<file path="src/rtl/tick_watchdog_pkg.sv">
// tick_watchdog_pkg: shared FSM state encoding and default widths for tick_watchdog.
package tick_watchdog_pkg;
  typedef enum logic [1:0] {
    IDLE    = 2'd0,
    RUN     = 2'd1,
    EXPIRED = 2'd2
  } wdState_t;
  localparam int DEF_CNT_W  = 8;
  localparam int DEF_ECNT_W = 4;
endpackage

</file>
<file path="src/rtl/tick_watchdog.sv">
// tick_watchdog: tick-driven watchdog with kick/stop control and a saturating expiry counter.
//   iClk, iRst_n      clock, asynchronous active-low reset
//   iTick             one-cycle enable pulse from the external tick divider
//   iStart/iKick/iStop arm, reload while running, disarm (stop wins)
//   iTimeout          timeout in ticks, sampled on start or kick
//   oRunning/oExpired registered state flags
//   oExpPulse         one-cycle pulse on entry to EXPIRED
//   oCount            remaining ticks
//   oExpCnt           saturating number of expiries, cleared only by reset
module tick_watchdog
  import tick_watchdog_pkg::*;
#(
  parameter int CNT_W  = DEF_CNT_W,
  parameter int ECNT_W = DEF_ECNT_W
) (
  input  logic              iClk,
  input  logic              iRst_n,
  input  logic              iTick,
  input  logic              iStart,
  input  logic              iKick,
  input  logic              iStop,
  input  logic [CNT_W-1:0]  iTimeout,
  output logic              oRunning,
  output logic              oExpired,
  output logic              oExpPulse,
  output logic [CNT_W-1:0]  oCount,
  output logic [ECNT_W-1:0] oExpCnt
);
  wdState_t         state, nextState;
  logic [CNT_W-1:0] nextCount;
  logic             arm, zeroTimeout, lastTick, expNow;
  // A kick only means something while running; start re-arms from any state.
  always_comb begin
    arm         = iStart | (state == RUN & iKick);
    zeroTimeout = iTimeout == '0;
    lastTick    = state == RUN & iTick & oCount == CNT_W'(1);
    expNow      = !iStop & (arm ? zeroTimeout : lastTick);
    nextState   = iStop ? IDLE
                : arm ? (zeroTimeout ? EXPIRED : RUN)
                : lastTick ? EXPIRED
                : state;
    nextCount   = iStop ? '0
                : arm ? iTimeout
                : (state == RUN & iTick & oCount != '0) ? oCount - 1'b1
                : oCount;
  end
  always_ff @(posedge iClk or negedge iRst_n) begin
    if (!iRst_n) begin
      state     <= IDLE;
      oCount    <= '0;
      oRunning  <= 1'b0;
      oExpired  <= 1'b0;
      oExpPulse <= 1'b0;
      oExpCnt   <= '0;
    end else begin
      state     <= nextState;
      oCount    <= nextCount;
      oRunning  <= nextState == RUN;
      oExpired  <= nextState == EXPIRED;
      oExpPulse <= expNow;
      oExpCnt   <= (expNow && !(&oExpCnt)) ? oExpCnt + 1'b1 : oExpCnt;
    end
  end
endmodule

</file>
<file path="config.mk">
export PLATFORM = sky130hd
export DESIGN_NAME = tick_watchdog
export DESIGN_NICKNAME = d
export VERILOG_FILES = /design/src/rtl/tick_watchdog_pkg.sv /design/src/rtl/tick_watchdog.sv
export SDC_FILE = /design/constraint.sdc
export NUM_CORES = 1
export LEC_CHECK = 0
export CORE_ASPECT_RATIO = 1.4
export CORE_MARGIN = 4
export CORE_UTILIZATION = 46
export DETAILED_ROUTE_END_ITERATION = 12
export HOLD_SLACK_MARGIN = 0.03
export PLACE_DENSITY_LB_ADDON = 0.2
export SYNTH_ARGS = -nofsm -noshare
export SYNTH_HDL_FRONTEND = slang
export SYNTH_SLANG_ARGS = --single-unit
</file>
<file path="constraint.sdc">
create_clock -name iClk -period 2.2 [get_ports iClk]
set_input_delay 0.55 -clock iClk [delete_from_list [all_inputs] [get_ports iClk]]
set_output_delay 0.55 -clock iClk [all_outputs]
set_load 0.05 [all_outputs]
</file>
==> key figures <==
Outcome
  – Outcome: finished, final reports clean

Floorplan
  – # rows: 20
  – Core box area: 0.00215 mm2
  – Die Span X: 47.9 um
  – # IOs: 29
  – Initial Util: 47.6%
  – DIE AREA: 0.00306 mm2
  – Die Y: 63.8 um

Synth
  – Synth area leaders: dfrtp_1 (42%), a211oi_1 (4.4%), nor2_1 (4.4%), ha_1 (3.7%), a21oi_1 (2.9%)
  – Synth Instances: 102
  – Top cells by count, synth: dfrtp_1 (17), nor2_1 (12), a211oi_1 (6), a21oi_1 (6), nand2_1 (6)
  – Top-area cell type share of the netlist area: 41.5%
  – Most numerous cell in the Yosys netlist: dfrtp_1
  – Post-synth top area cell: dfrtp_1
  – Sequential fraction of the synthesis area: 41.5%
  – Distinct cells, synth: 43
  – Post-synthesis average cell area: 10.0 um2
  – Synthesized Nets: 119
  – #FFs+latches synth: 17
  – Syn Std Cell Area: 0.00102 mm2
  – Top FF cell, synth: dfrtp_1
  – Synth async-reset ratio: 100%
  – Post-synth EDFFs: 0
  – Ys Warns: 0

Power and ir drop
  – Pwr Density: 528 mW/mm2
  – Switching power: 0.000262 W
  – Leakage: 0.670 nW
  – Combinational Power Share: 31.8%
  – Internal power: 0.000504 W
  – Seq pwr share: 46.9%
  – Sw Ratio: 34.2%
  – Clock power frac: 21.3%
  – Maximum vdd drop: 0.357 mV

Critical path
  – Crit-path cells: clkdlybuf4s50_1
  – CP max stage cell: clkdlybuf4s50_1
  – Crit path largest cell delay: 0.84 ns
  – Crit Path Max Fanout: 6
  – Setup crit start kind: register
  – Critical Path RT: 1.65 ns
  – Worst Path Buf+Inv: 1
  – Crit path DAT: 1.60 ns
  – Critical path capture point type: primary output
  – Critical path type: reg -> out
  – Crit path max-delay family: buffers and inverters

STA
  – Fmax: 465 MHz
  – Endpoints failing hold: 0
  – Clock skew: 0.00139 ns
  – Slew margin rel.: 66.5%
  – Setup TNS: 0 ns
  – Unrepaired setup endpoints after global routing: no
  – Fin crit share: 97.8%
  – Final slew viol count: 0
  – Final min period: 2.15 ns
  – Setup Viol. Count Final: 0
  – Slew @ Worst Pin: 0.502 ns

Finish
  – Core Util, Final: 67.4%
  – Layout cells sized above 1: 21.1%
  – Diode count: 0
  – Fin nets: 160
  – Fillers: 189
  – Layout area overhead: 41.5%

Routing
  – 1st-pass router iterations: 4
  – Iter 0 DRT Violations: 25
  – DRT antenna net count: 0
  – Vias: 970
  – Detailed Route WL: 2550 um
  – Drt drc: 0
  – Routed wire length per instance: 15.5 um
  – Vias per inst: 5.91

Clocking
  – CTS max path bufs: 2
  – Root Driver: clkbuf_4
  – Clock Pin Slew Worst Setup and Hold Paths: 0.09 ns
  – Clock network latency to the later pin of the worst-skew pair: 0.29 ns
  – Num CTS Buffers: 3
  – H-tree Lvls: 1
  – Number of setup buffers added after CTS: 0
  – Clock Sinks: 17
  – Hold-fix buffers, CTS: 0
  – TritonCTS clock tree: done

Place
  – Hpwl dp: 2060 um
  – Gpl congestion: 0.781
  – Input/output buffers: 28

Worst hold path
  – Worst min path class: reg -> reg

Global route
  – First-pass GRT wire length: 4440 um
  – Grt ovf: 0
  – Number of global-route vias before repair: 1062
  – Initial antenna violation count: 0
  – Gr usage total: 19.5%
  – Largest net degree at the start of global routing: 18

Flow run
  – Max-Cap Viols: 0
## worst paths after layout
path                                   startpoint                endpoint  slack (ns)  cells after the start
min in group asynchronous                  iRst_n   oCount[5]$_DFFE_PN0P_        0.58                      2
setup / recovery            oCount[6]$_DFFE_PN0P_               oCount[6]        0.05                      1
hold reg to reg            oExpCnt[3]$_DFFE_PN0P_  oExpCnt[3]$_DFFE_PN0P_        0.51                      1
max in group asynchronous                  iRst_n   oCount[6]$_DFFE_PN0P_        1.44                      2
setup reg to reg            oCount[0]$_DFFE_PN0P_   oCount[0]$_DFFE_PN0P_        0.24                      6
hold / removal             oExpCnt[3]$_DFFE_PN0P_  oExpCnt[3]$_DFFE_PN0P_        0.51                      1
## routing by layer
| metal | vias up | routed length, um | track usage [%] | part of all wire, % |
|---|---|---|---|---|
| met5 | - | 0 | 0 | 0 |
| met4 | 0 | 46 | 6.73 | 1.8 |
| met3 | 7 | 127 | 2.82 | 5.0 |
| li1 | 471 | - | - | - |
| met1 | 467 | 955 | 22.3 | 38 |
| met2 | 25 | 1420 | 34.4 | 56 |
## cells by family after synthesis
logic type	after synthesis	share of synthesized area, %
AOI/OAI and AO/OA	23	17.7
muxes	4	4.15
DFF	17	41.5
and+or+nand+nor	46	27.4
buffers and inverters	6	3.05
xor gates and xnor gates	3	2.56
adders and majority gates	3	3.66
## registers in the layout (all words and copies together) (netlist names)
signal	cells
oCount	8
oExpCnt	4
state	2
oExpPulse	1
oExpired	1
oRunning	1
## cells in the final DEF (no fill, tap or decap), types with 2 or more instances in the layout
master / netlist / layout
a211oi_1: 6 / 5
a211oi_2: 1 / 2
a21oi_1: 6 / 6
and3b_1: 2 / 2
buf_4: 2 / 12
clkbuf_4: 0 / 3
clkdlybuf4s50_1: 0 / 23
dfrtp_1: 17 / 17
dlymetal6s2s_1: 0 / 4
ha_1: 3 / 3
inv_1: 3 / 3
mux2i_1: 2 / 2
nand2_1: 6 / 6
nand3_1: 3 / 3
nand4_1: 2 / 2
nand4_2: 2 / 2
nor2_1: 12 / 12
nor4_2: 1 / 3
o21a_1: 3 / 3
xor2_1: 2 / 2
## area by class of cell
class	instances	area [um2]	share of cell area, %
clock buffer	4	26.3	1.81
inverter	3	11.3	0.777
multi-input combinational	79	589	40.6
sequential	17	425	29.3
tap	22	27.5	1.90
timing repair buffer	39	370	25.5
## through the flow
stage               hold slack [ns]  power (W)  setup WS [ns]  cell area (um2)  std cells
floorplan                     0.254   0.000506          0.128             1020        102
global placement              0.500   0.000602         -0.275             1390        160
detailed placement            0.495   0.000608         -0.345             1390        160
CTS                           0.514   0.000775         0.0326             1430        164
global route                  0.552   0.000815       0.000354             1450        164
finish                        0.514   0.000766         0.0474             1450        164
## power by group through the flow
stage / sequential (W) / clock, W / combinational (W)
6_report: 0.000359 / 0.000163 / 0.000244
5_1_grt: 0.000362 / 0.000190 / 0.000263
4_1_cts: 0.000359 / 0.000170 / 0.000246
3_5_place_dp: 0.000365 / 0 / 0.000243
3_3_place_gp: 0.000364 / 0 / 0.000238
2_1_floorplan: 0.000419 / 0 / 0.0000871
## timing repair
action,CTS,global route
gates resized for setup,2,6
pin swaps,0,2
setup endpoints to repair,2,4
(Power assumes the default switching activity.)
